--- src/rtl/fft_pkg.sv ---
// Shared types and constants for the 8-point radix-2 FFT butterfly sequencer.
package fft_pkg;

  localparam int N_POINTS  = 8;
  localparam int N_STAGES  = 3;
  localparam int TW_MJ_IDX = 2;

  typedef logic [2:0] addr_t;
  typedef logic [1:0] tw_idx_t;
  typedef logic [1:0] stage_t;
  typedef logic [1:0] bf_idx_t;

  typedef enum logic [1:0] {
    ST_IDLE,
    ST_ISSUE,
    ST_DRAIN,
    ST_DONE
  } state_t;

endpackage

--- src/rtl/bf_addr_gen.sv ---
// Combinational DIT in-place address / twiddle decode for one butterfly.
module bf_addr_gen
  import fft_pkg::*;
(
  input  stage_t  stage,
  input  bf_idx_t bf,
  output addr_t   a_now,
  output addr_t   b_now,
  output tw_idx_t tw_idx,
  output logic    is_mj
);

  addr_t half;
  addr_t j;
  addr_t grp;
  addr_t a;

  // half = 2^stage, a = grp*2*half + j, b = a + half, k = j << (2 - stage)
  always_comb begin
    half   = addr_t'(1) << stage;
    j      = {1'b0, bf} & (half - addr_t'(1));
    grp    = {1'b0, bf} >> stage;
    a      = ((grp << 1) << stage) + j;
    a_now  = a;
    b_now  = a + half;
    tw_idx = tw_idx_t'(j << (2'd2 - stage));
    is_mj  = (tw_idx == tw_idx_t'(TW_MJ_IDX));
  end

endmodule

--- src/rtl/bf_issue_ctrl.sv ---
// Butterfly issue sequencer: 3 stages x 4 butterflies, outstanding count,
// stage barrier, sticky write-back underflow error.
// Optional: BF_CTRL_PERF_EN adds a 16-bit saturating busy-cycle counter.
module bf_issue_ctrl
  import fft_pkg::*;
#(
  parameter int N_STAGES     = 3,
  parameter int BF_PER_STAGE = 4,
  parameter int OUT_W        = 3
) (
  input  logic        clk,
  input  logic        rst_n,
  input  logic        start,
  input  logic        issue_ready,
  input  logic        wb_valid,
  output logic        issue,
  output logic [2:0]  a_now,
  output logic [2:0]  b_now,
  output logic [1:0]  tw_idx,
  output logic        is_mj,
  output logic [1:0]  stage,
  output logic        busy,
  output logic        done,
  output logic        err
`ifdef BF_CTRL_PERF_EN
  ,
  output logic [15:0] perf_cycles
`endif
);

  localparam bf_idx_t           BF_LAST    = bf_idx_t'(BF_PER_STAGE - 1);
  localparam stage_t            STAGE_LAST = stage_t'(N_STAGES - 1);
  localparam logic [OUT_W-1:0]  OUT_ONE    = 1;

  state_t           state;
  bf_idx_t          bf;
  logic [OUT_W-1:0] outst;
  logic [OUT_W-1:0] outst_nxt;
  logic             wb_err;
  logic             in_issue;
  addr_t            a_raw;
  addr_t            b_raw;
  tw_idx_t          tw_raw;
  logic             mj_raw;

  assign in_issue = (state == ST_ISSUE);
  assign issue    = in_issue && issue_ready;

  bf_addr_gen u_addr_gen (
    .stage  (stage),
    .bf     (bf),
    .a_now  (a_raw),
    .b_now  (b_raw),
    .tw_idx (tw_raw),
    .is_mj  (mj_raw)
  );

  // Operand decode is only presented while issuing; zero otherwise.
  assign a_now  = in_issue ? a_raw  : '0;
  assign b_now  = in_issue ? b_raw  : '0;
  assign tw_idx = in_issue ? tw_raw : '0;
  assign is_mj  = in_issue ? mj_raw : 1'b0;

  // Next outstanding count; a write-back with nothing outstanding is an error.
  always_comb begin
    outst_nxt = outst;
    wb_err    = 1'b0;
    unique case ({issue, wb_valid})
      2'b10:   outst_nxt = outst + OUT_ONE;
      2'b01: begin
        if (outst == '0) wb_err    = 1'b1;
        else             outst_nxt = outst - OUT_ONE;
      end
      default: outst_nxt = outst;
    endcase
  end

  // Sequencing FSM with stage/butterfly/outstanding counters and flags.
  always_ff @(posedge clk) begin
    if (!rst_n) begin
      state <= ST_IDLE;
      stage <= '0;
      bf    <= '0;
      outst <= '0;
      busy  <= 1'b0;
      done  <= 1'b0;
      err   <= 1'b0;
    end else begin
      outst <= outst_nxt;
      done  <= 1'b0;
      if (wb_err) err <= 1'b1;
      unique case (state)
        ST_IDLE: begin
          if (start) begin
            state <= ST_ISSUE;
            busy  <= 1'b1;
            stage <= '0;
            bf    <= '0;
          end
        end
        ST_ISSUE: begin
          if (issue_ready) begin
            bf <= bf + bf_idx_t'(1);
            if (bf == BF_LAST) state <= ST_DRAIN;
          end
        end
        ST_DRAIN: begin
          // Barrier: leave on the edge where the last write-back retires.
          if (outst_nxt == '0) begin
            if (stage == STAGE_LAST) begin
              state <= ST_DONE;
              busy  <= 1'b0;
              done  <= 1'b1;
            end else begin
              state <= ST_ISSUE;
              stage <= stage + stage_t'(1);
            end
          end
        end
        ST_DONE: begin
          state <= ST_IDLE;
          stage <= '0;
        end
        default: state <= ST_IDLE;
      endcase
    end
  end

`ifdef BF_CTRL_PERF_EN
  // Saturating count of busy cycles, restarted by an accepted start.
  always_ff @(posedge clk) begin
    if (!rst_n) begin
      perf_cycles <= '0;
    end else if (state == ST_IDLE && start) begin
      perf_cycles <= '0;
    end else if (busy && perf_cycles != '1) begin
      perf_cycles <= perf_cycles + 16'd1;
    end
  end
`endif

endmodule

--- config.mk ---
export PLATFORM = sky130hd
export DESIGN_NAME = bf_issue_ctrl
export DESIGN_NICKNAME = d
export VERILOG_FILES = /design/src/rtl/fft_pkg.sv /design/src/rtl/bf_addr_gen.sv /design/src/rtl/bf_issue_ctrl.sv
export SDC_FILE = /design/constraint.sdc
export NUM_CORES = 1
export LEC_CHECK = 0
export CORE_MARGIN = 1.5
export CORE_UTILIZATION = 45
export CTS_CLUSTER_SIZE = 12
export DETAILED_ROUTE_END_ITERATION = 7
export HOLD_SLACK_MARGIN = 0.12
export PLACE_DENSITY = 0.79
export SYNTH_ARGS = -nofsm -noshare
export SYNTH_HDL_FRONTEND = slang
export SYNTH_SLANG_ARGS = --single-unit
--- constraint.sdc ---
create_clock -name clk -period 4.6 [get_ports clk]
set_clock_uncertainty 0.2 [all_clocks]
set_input_delay 0.92 -clock clk [delete_from_list [all_inputs] [get_ports clk]]
set_output_delay 0.92 -clock clk [all_outputs]
set_load 0.03 [all_outputs]
## Word level (Yosys, flattened, before mapping)

Index checks and enable logic that the tools add are counted.

| word-level totals | value |
|---|---|
| register bits after elaboration | 12 |
| input port bits | 5 |
| output and inout port bits | 15 |

| operators by class | value |
|---|---|
| add/sub/neg operators | 8 |
| equality and inequality tests | 14 |
| shift operators | 4 |
| mux-type cells | 25 |
| bitwise logic cells | 1 |
| reductions and logical operators | 12 |

Operator list:

| cell | number |
|---|---|
| 2-bit 2-to-1 mux | 10 |
| 2-bit == test, second input constant | 6 |
| 4-bit AND reduction | 3 |
| 2-bit inequality test, second input constant | 5 |
| 3-bit 2-to-1 mux | 3 |
| 2-bit one-hot mux with 4 select lines | 1 |
| 1-bit 2-to-1 mux | 7 |
| 3-bit adder | 2 |
| 3-bit zero test | 2 |
| 2-bit one-hot mux with 3 select lines | 1 |
| 3-bit one-hot mux with 2 select lines | 1 |
| 3-bit AND reduction | 2 |
| 3-bit by 1-bit subtractor with 3-bit output, second input constant | 2 |
| 2-bit by 1-bit adder with 2-bit output, second input constant | 2 |
| 2-bit by 1-bit == test with 1-bit output, second input constant | 2 |
| 2-bit one-hot mux with 2 select lines | 1 |
| 2-bit nonzero test | 2 |
| 3-bit by 1-bit adder with 3-bit output, second input constant | 1 |
| 2-bit by 3-bit AND with 3-bit output | 1 |
| 3-bit nonzero test | 1 |
| 1-bit by 2-bit left shift with 3-bit output, first input constant | 1 |
| 3-bit by 2-bit left shift with 2-bit output | 1 |
| 3-bit by 2-bit left shift with 3-bit output | 1 |
| 2-bit zero test | 1 |
| other kinds (5) | 5 |

## Longest topological paths before layout

Gate-level depths: netlist of run 1.

| logic depth | value |
|---|---|
| depth after elaboration | 7 |
| mapped depth | 10 |

## Hierarchy

Synthesis of run 1 repeated with hierarchy kept, for this count alone.

| unflattened totals | value |
|---|---|
| cells, all modules | 117 |
| area total of the unflattened synthesis | 962.2 um^2 |

By module, submodules not included:

| module | instances | cells an instance | area an instance (um^2) | sequential area each (um^2) |
|---|---|---|---|---|
| bf_issue_ctrl | 1 | 94 | 795.8 | 240.2 |
| bf_addr_gen | 1 | 23 | 166.4 | 0.0 |

## Least setup slack after synthesis of run 1

OpenSTA, ideal clock, no wires.

| path | value |
|---|---|
| path kind | reg2out |
| start point | register stage[0] |
| end point | output port b_now[1] |
| arrival time | 2.030 ns |
| required time | 3.480 ns |
| slack | 1.450 ns |
| stages on the path, launching flop included | 9 |
| path buffers | 0 |
| path through | dfxtp_1 > inv_1 > ha_1 > xnor2_1 > nand2_1 > inv_1 > ha_1 > xnor2_1 > nor2_1 |

| between the ends | value |
|---|---|
| longest elaborated chain between the ends | 6 |
| elaborated cells on any way between the ends | 8 |
| those cells by class | add/sub (3); shift (3); mux (1); bitwise (1) |

Ends and longest elaborated chain:

| item | RTL line | RTL |
|---|---|---|
| start: declaration | bf_issue_ctrl.sv:21 | `output logic [1:0] stage,` |
| start signal: assignment | bf_issue_ctrl.sv:116 | `stage <= stage + stage_t'(1);` |
| 1-bit by 2-bit left shift with 3-bit output | bf_addr_gen.sv:20 | `half = addr_t'(1) << stage;` |
| 3-bit by 1-bit subtractor with 3-bit output | bf_addr_gen.sv:21 | `j = {1'b0, bf} & (half - addr_t'(1));` |
| 2-bit by 3-bit AND with 3-bit output | bf_addr_gen.sv:21 |  |
| 3-bit adder | bf_addr_gen.sv:23 | `a = ((grp << 1) << stage) + j;` |
| 3-bit adder * | bf_addr_gen.sv:25 | `b_now = a + half;` |
| 3-bit 2-to-1 mux * | bf_issue_ctrl.sv:60 | `assign b_now = in_issue ? b_raw : '0;` |
| end: declaration | bf_issue_ctrl.sv:18 | `output logic [2:0] b_now,` |

Mark *: on every way between the ends. The rest lies on a longest branch, timed or not.

## Worst setup path after layout of run 1

Ends and elaborated chain as after synthesis.

==> run summary, run 1 <==
================================================================================
Non-filler instance count after layout                                       159
Overall routing resource usage                                            18.15%
Delay of the slowest critical-path stage                                 0.67 ns
Async set or reset register ratio after synthesis                             0%
Worst slew slack as a fraction of its limit                               69.57%
Cell chain of the critical path                                     inv_1 -> ha_1 -> xnor2_1 -> nand2_1 -> inv_1 -> ha_1 -> xnor2_1 -> nor2_1 -> clkdlybuf4s50_1
# H-tree levels                                                                1
Post-synth EDFFs                                                               0
Clock tree from TritonCTS                                                  built
Antenna violation net count after detailed routing                             0
Tcrit/Tclk final                                                          81.46%
Synthesized flop and latch total                                              12
Sequential fraction of the synthesis area                                 26.45%
Capturing point of the worst reg2reg path                               stage[0]
Core utilization of the finished layout                                   60.42%
Required @ worst endpoint                                                3.48 ns
DR WL met2                                                                898 um
Nets                                                                         148
Fraction of post-synthesis cell area in the top cell type by area         26.45%
Total nets after synthesis                                                   126
Post-route standard cell area excluding fillers                         1161 um2
Global-route wire length before repair                                   2932 um
Number of gates given a new drive strength after cts                           0
Met3 wire length                                                           42 um
Maximum number of pins on one net before global-route repair                  15
Synthesized netlist cell count                                               111
Final count of pins violating max slew                                         0
Number of violations of the max-capacitance limit                              0
Layout overhead on the synthesized area                                   27.82%
Reg2Reg Depth                                                                  8
Die height                                                              47.93 um
Combined area of the multi-input logic cells                           623.1 um2
Die outline width                                                       47.93 um
Routed wire length per instance                                         11.88 um
Dominant combinational cell family by area after synthesis          simple AND/OR/NAND/NOR gates
Post-synthesis mux area share                                             4.408%
Kind of critical path                                               flip-flop to output port
Worst setup SP type                                                    flip-flop
Port buffer count                                                             19
Most common library cell in the layout ignoring fill and taps       sky130_fd_sc_hd__clkdlybuf4s50_1
Uppermost routed layer                                                      met4
Number of buffers inserted during clock tree synthesis                         3
Site Rows                                                                     16
Total of endpoints with negative setup slack in the final report               0
Worst min path class                                                flip-flop to flip-flop
Worst-skew pair later-pin latency                                        0.27 ns
Outcome                                                             finished clean
Worst flop-to-flop path startpoint                                      state[0]
Vias in the first global route                                               713
Starting DRT DRC Count                                                         5
Worst ir drop on vdd                                                   0.1525 mV
Register area                                                          240.2 um2
Highest-count cells in the layout ignoring fill and taps            19 x sky130_fd_sc_hd__clkdlybuf4s50_1, 12 x sky130_fd_sc_hd__dfxtp_1
Wire length after detailed routing                                       1889 um
Die outline area                                                        2297 um2
Average cell area after synthesis                                      8.184 um2
Max Clk Rate                                                           266.9 MHz
Diode insertion count for antenna repair                                       0
Reg2Reg Setup Slack                                                      2.12 ns
Area fraction in and, or, nand and nor cells after synthesis              30.72%
Final Total Pwr                                                        0.2400 mW
Root buf cell                                                       sky130_fd_sc_hd__clkbuf_4
Post-cts hold buffer count                                                     0
Worst Path Max Fanout                                                          7
Ratio of routed vias to standard cells                                     5.075
Buffer count from post-CTS setup fixing                                        0
Top cells by area in the synthesized netlist                        sky130_fd_sc_hd__dfxtp_1 26%, sky130_fd_sc_hd__ha_1 14%, sky130_fd_sc_hd__nor2b_1 4.8%
Final Hold Vio Count                                                           0
Post-synth cell types                                                         33
Core Footprint                                                          1922 um2
Fraction of the mapped netlist area in adder cells                        13.77%
Placement Cell Area                                                     1125 um2
Slew at the pin closest to its max-slew limit                          0.4537 ns
Sum Neg Setup Slack                                                         0 ns
Syn. warnings                                                                  0
Mapped Area                                                            908.4 um2
Critical Path End                                                       b_now[1]
Buffer depth of the longest clock path                                         2
Antenna violations before repair                                               0
Crit end category                                                    output port
Number of cells after detailed placement                                     155
Fraction of layout cells with a size suffix above 1                       9.091%
DRC                                                                            0
Number of fillers in the final layout                                        178
Remaining global-route overflow                                                0
Num ports                                                                     20
Crit path max-delay cell type                                       sky130_fd_sc_hd__clkdlybuf4s50_1
Final weighted congestion in routability-driven placement                 0.8660
Starting density of the core                                              47.27%
Detailed Place HPWL                                                      1540 um
Fraction of the mapped netlist area in compound gates                     16.80%
Leakage power figure                                                   0.4488 nW
RSZ-0062 raised after global routing                                       false
Data arrival, critical path                                              2.63 ns
Vias                                                                         807
Length of routed wiring on met1                                           933 um
CP startpoint                                                           stage[0]
TritonCTS Sinks                                                               12
Clock-pin slew on the worst setup and hold paths                         0.07 ns
Minimum clock period                                                    3.747 ns
Xor and xnor area share after synthesis                                   2.893%
Ys flop type                                                        sky130_fd_sc_hd__dfxtp_1
Pre-antenna DRT Iters                                                          4
Power per standard cell area                                        206.7 nW/um2
Area leader, netlist                                                sky130_fd_sc_hd__dfxtp_1
================================================================================
how the worst min path moves through the flow:
stage | start | end | depth (start not counted)
after CTS | err | err | 1
after floorplan | bf[1] | bf[1] | 2
after global placement | err | err | 1
after detailed placement | err | err | 1
final | err | err | 1
after global routing | err | err | 1
cells by family (layout without fill, tap and decap cells):
family | count (synthesis) | in the layout
adders and majority gates | 10 | 10
DFF | 12 | 12
buffers and inverters | 12 | 33
and+or+nand+nor | 49 | 49
AOI/OAI and AO/OA | 21 | 21
xor gates and xnor gates | 3 | 3
muxes | 4 | 4
sequential cells by signal, summed over array words and instances (netlist names):
signal  count
done        1
bf          2
state       2
err         1
busy        1
outst       3
stage       2
power breakdown:
group          total (mW)  switching (mW)  internal [mW]
clock              0.0844          0.0362         0.0481
sequential          0.111         0.00351          0.107
combinational      0.0451          0.0250         0.0200
total               0.240          0.0648          0.175
cell type report:
type / count / area share [%]
Multi-Input combinational cell: 87 / 53.66
Clock buffer: 4 / 3.125
Tap cell: 27 / 2.909
Inverter: 10 / 3.233
Sequential cell: 12 / 20.69
Timing Repair Buffer: 19 / 16.38
metal layers:
| layer | vias to the layer above | global-route usage, % |
|---|---|---|
| li1 | 420 | - |
| met1 | 365 | 23.09 |
| met2 | 20 | 28.80 |
| met3 | 2 | 2.642 |
| met4 | 0 | 10.81 |
| met5 | - | 0 |
worst max-delay path, delay by kind of cell, from the launching register on:
family                   cells  cell delay (ns)
AND/OR/NAND/NOR              2             0.15
adder cells (fa/ha/maj)      2             0.54
flip-flops                   1             0.43
buffers and inverters        3             0.92
XOR/XNOR                     2             0.30
metrics by stage:
| stage | hold WS [ns] | worst slack, ns |
|---|---|---|
| floorplan | 0.3759 | 1.450 |
| global placement | 0.2498 | 1.177 |
| detailed placement | 0.2586 | 1.157 |
| CTS | 0.2767 | 0.8520 |
| global route | 0.2988 | 0.7021 |
| finish | 0.2715 | 0.8528 |
cell usage after synthesis (2+ instances only):
master	instances
sky130_fd_sc_hd__and2_1	4
sky130_fd_sc_hd__o21ai_1	2
sky130_fd_sc_hd__a21oi_1	4
sky130_fd_sc_hd__o31ai_2	3
sky130_fd_sc_hd__dfxtp_1	12
sky130_fd_sc_hd__nand2b_1	6
sky130_fd_sc_hd__nand3_1	3
sky130_fd_sc_hd__ha_1	10
sky130_fd_sc_hd__inv_1	10
sky130_fd_sc_hd__nand2_1	10
sky130_fd_sc_hd__a22oi_1	3
sky130_fd_sc_hd__nor2_1	10
sky130_fd_sc_hd__xnor2_1	3
sky130_fd_sc_hd__clkbuf_1	2
sky130_fd_sc_hd__o21ai_0	2
sky130_fd_sc_hd__nor2b_1	7
sky130_fd_sc_hd__mux2i_1	4
(Power assumes the default switching activity.)
==> inputs of run 2 (changes only) <==
Settings changed: CORE_UTILIZATION 45 to 44, PLACE_DENSITY 0.79 to 0.81.
Clock period 4.6 ns to 3.3 ns, I/O delays scaled along.
==> run 2 against run 1 <==
  * Final area rose by 0.22%
  * Critical endpoint unchanged
  * Wire length fell by 0.58%
  * Register-to-register slack got worse by 1.4 ns
  * Non-clock buffer count did not move
==> run summary, run 2 (synthesis results as in run 1) <==
===============================================================================
Sw Ratio                                                                 27.55%   +0.56 points
Antenna violation net count after detailed routing                            0   unchanged
Reg2Reg Depth                                                                 8   unchanged
Maximum number of pins on one net before global-route repair                 15   unchanged
Met3 capacity usage during global routing                                2.469%   -0.17 points
Switching power summed over all nets                                 0.09276 mW   +43%
Leakage power figure                                                  0.4969 nW   +11%
Critical Path End                                                      b_now[1]
Final Hold Vio Count                                                          0   unchanged
Total of endpoints with negative setup slack in the final report              0   unchanged
Relative contribution of the clock network to total power                 35.6%   +0.4 points
Cell chain of the critical path                                    inv_1 -> ha_1 -> xnor2_1 -> nand2_1 -> inv_1 -> ha_1 -> xnor2_1 -> nor2_1 -> clkdlybuf4s15_1
Kind of critical path                                              flip-flop to output port
Capturing point of the worst reg2reg path                              stage[1]
Crit end category                                                   output port
RSZ-0062 raised after global routing                                      false
Flop pwr share                                                            45.9%   -0.2 points
Antenna violations before repair                                              0   unchanged
Highest-count cells in the layout ignoring fill and taps           14 x sky130_fd_sc_hd__clkdlybuf4s50_1, 12 x sky130_fd_sc_hd__dfxtp_1
Reg2Reg Setup Slack                                                     0.71 ns   -1.41 ns
CP bufs+invs                                                                  3   unchanged
Part of the total power dissipated in combinational logic                 18.6%   -0.2 points
Diode insertion count for antenna repair                                      0   unchanged
Layout overhead on the synthesized area                                  28.10%
Minimum clock period                                                   3.130 ns
Post-route standard cell area excluding fillers                        1164 um2   +0.22%
Ratio of routed vias to standard cells                                    5.264   +3.7%
Max reg flops                                                                 3   unchanged
Required @ worst endpoint                                               2.44 ns   -1.04 ns
Final Total Pwr                                                       0.3367 mW   +40%
Global-route wire length before repair                                  3187 um   +8.7%
TritonCTS Sinks                                                              12   unchanged
Vias in the first global route                                              766   +7.4%
Die outline width                                                      48.44 um   +1.1%
Worst Path Max Fanout                                                         8   +1
Die outline area                                                       2346 um2   +2.1%
Outcome                                                            finished clean
Vias                                                                        837   +3.7%
Buffer depth of the longest clock path                                        2   unchanged
Biggest register                                                          outst
Final count of pins violating max slew                                        0   unchanged
Slew at the pin closest to its max-slew limit                         0.4452 ns   -0.008574 ns
Routing usage on met2                                                    29.40%   +0.60 points
Most common library cell in the layout ignoring fill and taps      sky130_fd_sc_hd__clkdlybuf4s50_1
Internal portion of total power                                       0.2440 mW   +39%
Port buffer count                                                            19   unchanged
Delay of the slowest critical-path stage                                0.48 ns   -0.19 ns
Site Rows                                                                    16   unchanged
CP startpoint                                                          stage[1]
Logic depth of the worst setup path including buffers                         9   unchanged
Fraction of layout cells with a size suffix above 1                      9.091%   unchanged
Overall routing resource usage                                           17.06%   -1.1 points
Global routing met1 resource utilization                                 19.96%   -3.1 points
Nets                                                                        148   unchanged
Power per standard cell area                                       289.4 nW/um2   +40%
Placement Cell Area                                                    1125 um2   unchanged
Crit path max-delay cell type                                      sky130_fd_sc_hd__dfxtp_1
Pre-antenna DRT Iters                                                         4   unchanged
Max Clk Rate                                                          319.5 MHz
Starting DRT DRC Count                                                       20   +15
Clock-pin slew on the worst setup and hold paths                        0.08 ns   about the same
# H-tree levels                                                               1   unchanged
Detailed Place HPWL                                                     1459 um   -5.3%
Num ports                                                                    20   unchanged
Number of buffers inserted during clock tree synthesis                        3   unchanged
Worst-skew pair later-pin latency                                       0.28 ns   about the same
DRC                                                                           0   unchanged
Clock tree from TritonCTS                                                 built
Routing layer with the top usage in global route                           met2
Worst-case hold slack                                                 0.2743 ns   +0.002835 ns
Root buf cell                                                      sky130_fd_sc_hd__clkbuf_4
Post-cts hold buffer count                                                    0   unchanged
Worst ir drop on vdd                                                  0.1901 mV   +25%
Source of the worst hold timing path                                        err
Sum Neg Setup Slack                                                        0 ns   unchanged
Final weighted congestion in routability-driven placement                0.8637   -0.27%
Starting density of the core                                             46.30%   -0.96 points
Data arrival, critical path                                             2.27 ns   -0.36 ns
Die height                                                             48.44 um   +1.1%
Worst slew slack as a fraction of its limit                              70.14%   +0.58 points
Worst flop-to-flop path startpoint                                     state[0]
Number of violations of the max-capacitance limit                             0   unchanged
Kind of cell adding the most delay to the critical path            buffers and inverters
Tcrit/Tclk final                                                         94.86%
Routed wire length per instance                                        11.81 um   -0.58%
Wire length after detailed routing                                      1878 um   -0.58%
Core Footprint                                                         1962 um2   +2.1%
Worst min path class                                               flip-flop to flip-flop
Worst setup SP type                                                   flip-flop
Remaining global-route overflow                                               0   unchanged
===============================================================================
==> run 2: power groups by stage <==
stage | Sequential [mW] | Combinational, mW | Clock (mW)
after detailed placement | 0.158 | 0.0630 | 0
final | 0.154 | 0.0625 | 0.120
after CTS | 0.154 | 0.0627 | 0.122
after global routing | 0.155 | 0.0677 | 0.128
after floorplan | 0.159 | 0.0399 | 0
after global placement | 0.157 | 0.0614 | 0
==> run 2: worst min path at each step <==
stage                 end  slack, ns  cells past startpoint
floorplan           bf[1]       0.38                      2
global placement      err       0.25                      1
detailed placement    err       0.26                      1
CTS                   err       0.28                      1
global route          err       0.30                      1
finish                err       0.27                      1
==> run 2: layer usage <==
layer	wire [um]	share of wire, %
met4	30	1.6
met5	0	0
met2	920	49
met3	83	4.4
met1	843	45
==> run 2: worst reg2reg max path, cell delays in order, from the launching register on <==
cell	delay, ns
sky130_fd_sc_hd__dfxtp_1	0.49
sky130_fd_sc_hd__nor2b_1	0.27
sky130_fd_sc_hd__nand2_1	0.10
sky130_fd_sc_hd__inv_1	0.08
sky130_fd_sc_hd__ha_1	0.31
sky130_fd_sc_hd__o31ai_2	0.30
sky130_fd_sc_hd__o31ai_2	0.16
sky130_fd_sc_hd__nor4_4	0.38
sky130_fd_sc_hd__mux2i_1	0.22
==> run 2: metrics by stage <==
stage	setup slack, ns	utilization, %	cells
6_report	0.1697	59.31	159
5_1_grt	0.004742	59.31	159
4_1_cts	0.02718	58.99	159
3_5_place_dp	0.1999	57.33	155
3_3_place_gp	0.2720	57.33	155
2_1_floorplan	0.4103	-	111
==> run 2: cell type report <==
type	count	area, um2
fillers	194	798.3
multi-input cells	87	623.1
flip-flops and latches	12	240.2
repair buffers	19	192.7
inverters	10	37.54
clock buffers	4	36.28
well taps	27	33.78
==> run 2: repair_timing <==
action,CTS,global route
setup buffers,0,0
gates resized for setup,3,3
gates cloned,0,0
endpoints found under the setup margin,3,3
pin swaps,0,0
